## config.mk

```make
export PLATFORM = sky130hd
export DESIGN_NAME = gpu_instruction_fifo_flat
export DESIGN_NICKNAME = d
export VERILOG_FILES = /design/src/rtl/gpu_instruction_fifo_if.sv /design/src/rtl/gpu_instruction_fifo.sv /design/src/flat_wrapper.sv
export SDC_FILE = /design/constraint.sdc
export NUM_CORES = 1
export LEC_CHECK = 0
export CORE_MARGIN = 2
export CORE_UTILIZATION = 55
export CTS_CLUSTER_SIZE = 10
export DETAILED_ROUTE_END_ITERATION = 8
export PLACE_DENSITY = 0.77
export RECOVER_POWER = 25
export SLEW_MARGIN = 20
export SYNTH_ARGS = -nofsm -noshare
export SYNTH_HDL_FRONTEND = slang
export SYNTH_SLANG_ARGS = --single-unit
```

## constraint.sdc

```tcl
create_clock -name clk -period 13.62 [get_ports clk]
set_clock_uncertainty 0.05 [all_clocks]
set_input_delay 2.724 -clock clk [delete_from_list [all_inputs] [get_ports clk]]
set_output_delay 2.724 -clock clk [all_outputs]
set_load 0.005 [all_outputs]
```

## src/rtl/gpu_instruction_fifo_if.sv

```systemverilog
// Handshake bundle between the instruction decoder (master) and the instruction FIFO (slave).
// Field widths default here unless gpu_definitions provides them earlier in the compile.
`ifndef WIDTH_BITS
`define WIDTH_BITS 10
`endif
`ifndef HEIGHT_BITS
`define HEIGHT_BITS 10
`endif
`ifndef CHANNEL_BITS
`define CHANNEL_BITS 8
`endif

interface gpu_instruction_fifo_if #(
  parameter int unsigned DEPTH = 8
);
  localparam int unsigned CW = $clog2(DEPTH + 1);

  logic [`WIDTH_BITS-1:0]   x1_i, x2_i, rad_i;
  logic [`HEIGHT_BITS-1:0]  y1_i, y2_i;
  logic [`CHANNEL_BITS-1:0] r_i, g_i, b_i;
  logic                     write_enable_i;
  logic                     push_instruction_i;

  logic [`WIDTH_BITS-1:0]   x1_o, x2_o, rad_o;
  logic [`HEIGHT_BITS-1:0]  y1_o, y2_o;
  logic [`CHANNEL_BITS-1:0] r_o, g_o, b_o;
  logic                     we_o;
  logic                     inst_valid_o;
  logic                     inst_ready_i;
  logic [CW-1:0]            count_o;
  logic                     full_o;
  logic                     overflow_o;

  modport master (
    output x1_i, x2_i, rad_i, y1_i, y2_i, r_i, g_i, b_i, write_enable_i,
           push_instruction_i, inst_ready_i,
    input  x1_o, x2_o, rad_o, y1_o, y2_o, r_o, g_o, b_o, we_o,
           inst_valid_o, count_o, full_o, overflow_o
  );

  modport slave (
    input  x1_i, x2_i, rad_i, y1_i, y2_i, r_i, g_i, b_i, write_enable_i,
           push_instruction_i, inst_ready_i,
    output x1_o, x2_o, rad_o, y1_o, y2_o, r_o, g_o, b_o, we_o,
           inst_valid_o, count_o, full_o, overflow_o
  );
endinterface

```

## src/rtl/gpu_instruction_fifo.sv

```systemverilog
// Show-ahead FIFO of decoded draw packets between the decoder and the rasterizer.
// Outputs depend only on registered state; overflow is sticky until reset.
`ifndef WIDTH_BITS
`define WIDTH_BITS 10
`endif
`ifndef HEIGHT_BITS
`define HEIGHT_BITS 10
`endif
`ifndef CHANNEL_BITS
`define CHANNEL_BITS 8
`endif

module gpu_instruction_fifo #(
  parameter int unsigned DEPTH = 8
) (
  input  logic                   clk,
  input  logic                   rst,
  gpu_instruction_fifo_if.slave  bus
);
  localparam int unsigned PW = $clog2(DEPTH);
  localparam int unsigned CW = $clog2(DEPTH + 1);
  localparam logic [CW-1:0] DEPTH_C = CW'(DEPTH);

  typedef struct packed {
    logic [`WIDTH_BITS-1:0]   x1;
    logic [`HEIGHT_BITS-1:0]  y1;
    logic [`WIDTH_BITS-1:0]   x2;
    logic [`HEIGHT_BITS-1:0]  y2;
    logic [`WIDTH_BITS-1:0]   rad;
    logic [`CHANNEL_BITS-1:0] r;
    logic [`CHANNEL_BITS-1:0] g;
    logic [`CHANNEL_BITS-1:0] b;
    logic                     we;
  } entry_t;

  entry_t        mem_q [DEPTH];
  entry_t        wr_entry;
  entry_t        head;
  logic [PW-1:0] wr_ptr_q, wr_ptr_d;
  logic [PW-1:0] rd_ptr_q, rd_ptr_d;
  logic [CW-1:0] count_q, count_d;
  logic          ovf_q, ovf_d;
  logic          valid, full, pop, push;

  assign valid = (count_q != '0);
  assign full  = (count_q == DEPTH_C);
  assign pop   = valid & bus.inst_ready_i;
  // A pop in the same cycle frees the slot, so a full FIFO still accepts.
  assign push  = bus.push_instruction_i & (~full | pop);

  always_comb begin
    wr_entry = '{x1: bus.x1_i, y1: bus.y1_i, x2: bus.x2_i, y2: bus.y2_i,
                 rad: bus.rad_i, r: bus.r_i, g: bus.g_i, b: bus.b_i,
                 we: bus.write_enable_i};
  end

  always_comb begin
    wr_ptr_d = wr_ptr_q;
    rd_ptr_d = rd_ptr_q;
    count_d  = count_q;
    ovf_d    = ovf_q | (bus.push_instruction_i & full & ~pop);
    if (push) wr_ptr_d = wr_ptr_q + 1'b1;
    if (pop)  rd_ptr_d = rd_ptr_q + 1'b1;
    case ({push, pop})
      2'b10:   count_d = count_q + 1'b1;
      2'b01:   count_d = count_q - 1'b1;
      default: count_d = count_q;
    endcase
  end

  always_ff @(posedge clk or posedge rst) begin
    if (rst) begin
      wr_ptr_q <= '0;
      rd_ptr_q <= '0;
      count_q  <= '0;
      ovf_q    <= 1'b0;
    end else begin
      wr_ptr_q <= wr_ptr_d;
      rd_ptr_q <= rd_ptr_d;
      count_q  <= count_d;
      ovf_q    <= ovf_d;
    end
  end

  always_ff @(posedge clk) begin
    if (push) mem_q[wr_ptr_q] <= wr_entry;
  end

  assign head             = mem_q[rd_ptr_q];
  assign bus.x1_o         = head.x1;
  assign bus.y1_o         = head.y1;
  assign bus.x2_o         = head.x2;
  assign bus.y2_o         = head.y2;
  assign bus.rad_o        = head.rad;
  assign bus.r_o          = head.r;
  assign bus.g_o          = head.g;
  assign bus.b_o          = head.b;
  assign bus.we_o         = head.we;
  assign bus.inst_valid_o = valid;
  assign bus.count_o      = count_q;
  assign bus.full_o       = full;
  assign bus.overflow_o   = ovf_q;
endmodule
```

## src/flat_wrapper.sv

```systemverilog
// flat-port wrapper written by rule: the top's interface ports become plain ports
module gpu_instruction_fifo_flat 
#(
  parameter int unsigned DEPTH = 8
)
  (clk, rst, bus_x1_i, bus_x2_i, bus_rad_i, bus_y1_i, bus_y2_i, bus_r_i, bus_g_i, bus_b_i, bus_write_enable_i, bus_push_instruction_i, bus_inst_ready_i, bus_x1_o, bus_x2_o, bus_rad_o, bus_y1_o, bus_y2_o, bus_r_o, bus_g_o, bus_b_o, bus_we_o, bus_inst_valid_o, bus_count_o, bus_full_o, bus_overflow_o);
  gpu_instruction_fifo_if #(.DEPTH(DEPTH)) bus_i ();
  input  logic clk;
  input  logic rst;
  input wire logic [$bits(bus_i.x1_i)-1:0] bus_x1_i;
  input wire logic [$bits(bus_i.x2_i)-1:0] bus_x2_i;
  input wire logic [$bits(bus_i.rad_i)-1:0] bus_rad_i;
  input wire logic [$bits(bus_i.y1_i)-1:0] bus_y1_i;
  input wire logic [$bits(bus_i.y2_i)-1:0] bus_y2_i;
  input wire logic [$bits(bus_i.r_i)-1:0] bus_r_i;
  input wire logic [$bits(bus_i.g_i)-1:0] bus_g_i;
  input wire logic [$bits(bus_i.b_i)-1:0] bus_b_i;
  input wire logic [$bits(bus_i.write_enable_i)-1:0] bus_write_enable_i;
  input wire logic [$bits(bus_i.push_instruction_i)-1:0] bus_push_instruction_i;
  input wire logic [$bits(bus_i.inst_ready_i)-1:0] bus_inst_ready_i;
  output wire logic [$bits(bus_i.x1_o)-1:0] bus_x1_o;
  output wire logic [$bits(bus_i.x2_o)-1:0] bus_x2_o;
  output wire logic [$bits(bus_i.rad_o)-1:0] bus_rad_o;
  output wire logic [$bits(bus_i.y1_o)-1:0] bus_y1_o;
  output wire logic [$bits(bus_i.y2_o)-1:0] bus_y2_o;
  output wire logic [$bits(bus_i.r_o)-1:0] bus_r_o;
  output wire logic [$bits(bus_i.g_o)-1:0] bus_g_o;
  output wire logic [$bits(bus_i.b_o)-1:0] bus_b_o;
  output wire logic [$bits(bus_i.we_o)-1:0] bus_we_o;
  output wire logic [$bits(bus_i.inst_valid_o)-1:0] bus_inst_valid_o;
  output wire logic [$bits(bus_i.count_o)-1:0] bus_count_o;
  output wire logic [$bits(bus_i.full_o)-1:0] bus_full_o;
  output wire logic [$bits(bus_i.overflow_o)-1:0] bus_overflow_o;
  assign bus_i.x1_i = bus_x1_i;
  assign bus_i.x2_i = bus_x2_i;
  assign bus_i.rad_i = bus_rad_i;
  assign bus_i.y1_i = bus_y1_i;
  assign bus_i.y2_i = bus_y2_i;
  assign bus_i.r_i = bus_r_i;
  assign bus_i.g_i = bus_g_i;
  assign bus_i.b_i = bus_b_i;
  assign bus_i.write_enable_i = bus_write_enable_i;
  assign bus_i.push_instruction_i = bus_push_instruction_i;
  assign bus_i.inst_ready_i = bus_inst_ready_i;
  assign bus_x1_o = bus_i.x1_o;
  assign bus_x2_o = bus_i.x2_o;
  assign bus_rad_o = bus_i.rad_o;
  assign bus_y1_o = bus_i.y1_o;
  assign bus_y2_o = bus_i.y2_o;
  assign bus_r_o = bus_i.r_o;
  assign bus_g_o = bus_i.g_o;
  assign bus_b_o = bus_i.b_o;
  assign bus_we_o = bus_i.we_o;
  assign bus_inst_valid_o = bus_i.inst_valid_o;
  assign bus_count_o = bus_i.count_o;
  assign bus_full_o = bus_i.full_o;
  assign bus_overflow_o = bus_i.overflow_o;
  gpu_instruction_fifo #(.DEPTH(DEPTH)) u_core (.clk(clk), .rst(rst), .bus(bus_i));
endmodule
```

==> flow_metrics.tcl <==
set metrics [dict create \
    outcome "complete, no violations" \
    grt_pass1_vias 11000 \
    cp_data_required_time_ps 10850 \
    post_synth_fa_ha_maj_area_fraction_pct 0.162 \
    mappedNetlistArea_um2 23200 \
    yosys-top-cells-area "sky130_fd_sc_hd__edfxtp_1, sky130_fd_sc_hd__mux4_2, sky130_fd_sc_hd__mux2_2" \
    tightestPinTransition_ps 960 \
    number_of_enable_flip_flop_cells_after_synthesis 600 \
    timing.final.crit_period_ps 6950 \
    maxSlewHeadroom_pct 36.0 \
    dp_hpwl_um 23000 \
    grt_start_max_net_pins 61 \
    critPathBufInv 3 \
    synthDominantCellAreaShare_pct 77.7 \
    drtAntennaViolNets 0 \
    synth_to_final_area_change_pct 18.1 \
    floorplan.core_area_um2 41800 \
    ratio_of_routed_vias_to_standard_cells 5.95 \
    cts.root.buffer_cell "sky130_fd_sc_hd__clkbuf_16" \
    buffer_ports.inserted 160 \
    largest_area_contributor_in_the_netlist "sky130_fd_sc_hd__edfxtp_1" \
    worst-endpoint-arrival_ps 4170 \
    cts.hold.buffers_added 0 \
    power_leakage_uw 0.00871 \
    end_kind "primary output" \
    design_area_um2 27400 \
    floorplan.io_pins 161 \
    yosys_warnings 0 \
    ys_seq_area_share_pct 78.9 \
    cts_inserted_buffers 71 \
    totalWireLength_um 44000 \
    crit_path_top_delay_cell "sky130_fd_sc_hd__buf_4" \
    timing.critical_path.max_delay_family "buffers and inverters" \
    detailedPlace.worstSlack_ps 7030 \
    yosys_register_bits 611 \
    timing.final.ws_setup_ps 6670 \
    report.final.slew_viol_count 0 \
    htree_levels 3 \
    filler_cells_inserted 2584 \
    cell_area_after_placement_um2 25400 \
    floorplan.die_area_um2 43800 \
    dieHeight_um 209 \
    synth_fp_nets 1030 \
    crit_chain "buf_4, buf_4, mux4_2, mux2_2, clkdlybuf4s50_1" \
    syn-mean-instance-area_um2 24.5 \
    setup_viol_count_final 0 \
    gpl.final_weighted_congestion 0.717 \
    synth_top_family_by_area "multiplexers" \
    crit_path_max_incr_delay_ps 860 \
    floorplan.initialDensity_pct 55.5 \
    drt_first_iter_violations 803 \
    total_congestion_overflow 0 \
    cts_resized 0 \
    worstHoldPathType "reg -> reg" \
    drt_first_pass_iters 5 \
    post_synth_mux_area_share_pct 18.3 \
    nNetsFinal 1240 \
    fmax_ghz 0.144 \
    dr_total_vias 10200 \
    post_cts.repair.setup_buffers 0 \
    placement_rows 75 \
    power_density_nw_per_um2 210 \
    clkLatencyLatePin_ps 570 \
    clkSinkCount 611 \
    yosys.cell_types.count 31 \
    syn-instance-count 948 \
    drive_above_1_share_pct 28.9 \
    timing.critical_path.from_type "flop" \
    detail_route.wl_per_cell_um 25.6 \
    max_ir_drop_vdd_mv 0.138 \
    drcViolationCount 0 \
    synth.top_cells.by_count "sky130_fd_sc_hd__edfxtp_1, sky130_fd_sc_hd__mux4_2, sky130_fd_sc_hd__mux2_2, sky130_fd_sc_hd__buf_2, sky130_fd_sc_hd__clkbuf_1" \
    finalHoldWorstSlack_ps 408 \
    critical_path_class "reg -> out" \
    synthMostInstantiatedCell "sky130_fd_sc_hd__edfxtp_1" \
    grtUsageTotal_pct 20.7 \
    grt_pass1_wl_um 66400 \
    yosys.area_share.xor_xnor_pct 0.227 \
    layout.area.seq_um2 18300 \
    worstPathMaxFanout 48 \
    post-place-cells 1624 \
    period_utilisation_layout_pct 51.0 \
    synth-simple-area-share_pct 0.858 \
    dieWidth_um 209 \
    number_of_hold_violations_in_the_final_report 0 \
    fraction_of_synthesis_flops_using_an_asynchronous_set_or_reset_pin_pct 1.80 \
    critPathMostFrequentCell "sky130_fd_sc_hd__buf_4" \
    number_of_antenna_violations_at_the_first_check_in_global_routing 7 \
    synth_ff_type "sky130_fd_sc_hd__edfxtp_1" \
    setup-tns-final_ps 0 \
    cts.reportedPaths.clkPinSlew_ps 50 \
    synth_compound_area_share_pct 0.329 \
    rsz0062_at_grt "false" \
    post_layout_nonfiller_instances 1718 \
    tritoncts "built" \
    cap_viol_max_count 0 \
    clockBufferDepth 3 \
    multiInputGateArea_um2 4660 \
]
[stage by stage]
stage,util [%],power (uW)
finish,65.6,5750
global route,65.6,6000
CTS,65.5,5830
detailed placement,60.9,4190
global placement,60.9,4150
floorplan,-,3490
[worst paths after layout]
path,from,to,slack [ps],cells after the start
setup / recovery,u_core.rd_ptr_q[0],bus_x2_o[0],6670,5
hold / removal,u_core.bus.overflow_o,u_core.bus.overflow_o,410,1
setup reg to reg,u_core.bus.count_o[0],u_core.mem_q[6][1],10190,6
hold reg to reg,u_core.bus.overflow_o,u_core.bus.overflow_o,410,1
max in group asynchronous,rst,u_core.rd_ptr_q[2],10640,2
min in group asynchronous,rst,u_core.rd_ptr_q[0],2550,2
[power by group]
group,internal [uW],switching (uW),leakage [uW]
sequential,2310,125,0.00558
clock,968,660,0.000946
combinational,975,711,0.00219
[sequential cells by signal, indices dropped and copies added, names as in the netlist]
name                   flops
u_core.rd_ptr_q            3
u_core.mem_q             600
u_core.bus.count_o         4
u_core.wr_ptr_q            3
u_core.bus.overflow_o      1
[kinds of logic after synthesis]
group | count (synthesis)
fa+ha+maj | 3
flops | 611
compound gates | 11
mux | 227
simple gates | 41
xor+xnor | 6
buf+inv | 49
[cells in the final DEF (no fill, tap or decap), types with 3 or more instances in the layout]
master	instances
sky130_fd_sc_hd__clkdlybuf4s50_1	115
sky130_fd_sc_hd__edfxtp_1	600
sky130_fd_sc_hd__clkbuf_16	74
sky130_fd_sc_hd__mux2_2	76
sky130_fd_sc_hd__nor3_1	3
sky130_fd_sc_hd__nor2_1	5
sky130_fd_sc_hd__dlygate4sd3_1	45
sky130_fd_sc_hd__diode_2	4
sky130_fd_sc_hd__dfrtp_4	3
sky130_fd_sc_hd__mux4_2	150
sky130_fd_sc_hd__xnor2_1	4
sky130_fd_sc_hd__dfrtp_1	8
sky130_fd_sc_hd__clkbuf_1	12
sky130_fd_sc_hd__nor2_4	6
sky130_fd_sc_hd__inv_1	3
sky130_fd_sc_hd__nand2b_1	5
sky130_fd_sc_hd__buf_4	22
sky130_fd_sc_hd__nand2_1	12
sky130_fd_sc_hd__ha_1	3
[layout make-up]
cell class | instances | area share, %
sequential | 611 | 66.8
multi-input combinational | 288 | 17.0
clock buffer | 86 | 6.93
timing repair buffer | 183 | 6.49
tap | 539 | 2.46
clock inverter | 4 | 0.155
inverter | 3 | 0.0411
antenna | 4 | 0.0366
[worst reg2reg max path: cells and delay by family (launching register included)]
family,cells,cell delay [ps]
flops,1,530
compound gates,1,200
buf+inv,2,1160
simple gates,3,1110
[metal layers]
layer  track usage (%)  wire length [um]  up-vias
met3              4.34              2530       60
met5                 0                21        -
met4              7.09               866        4
met2              33.9             22300      311
met1              28.3             18300     5408
li1                  -                 -     4440
(Power assumes the default switching activity.)
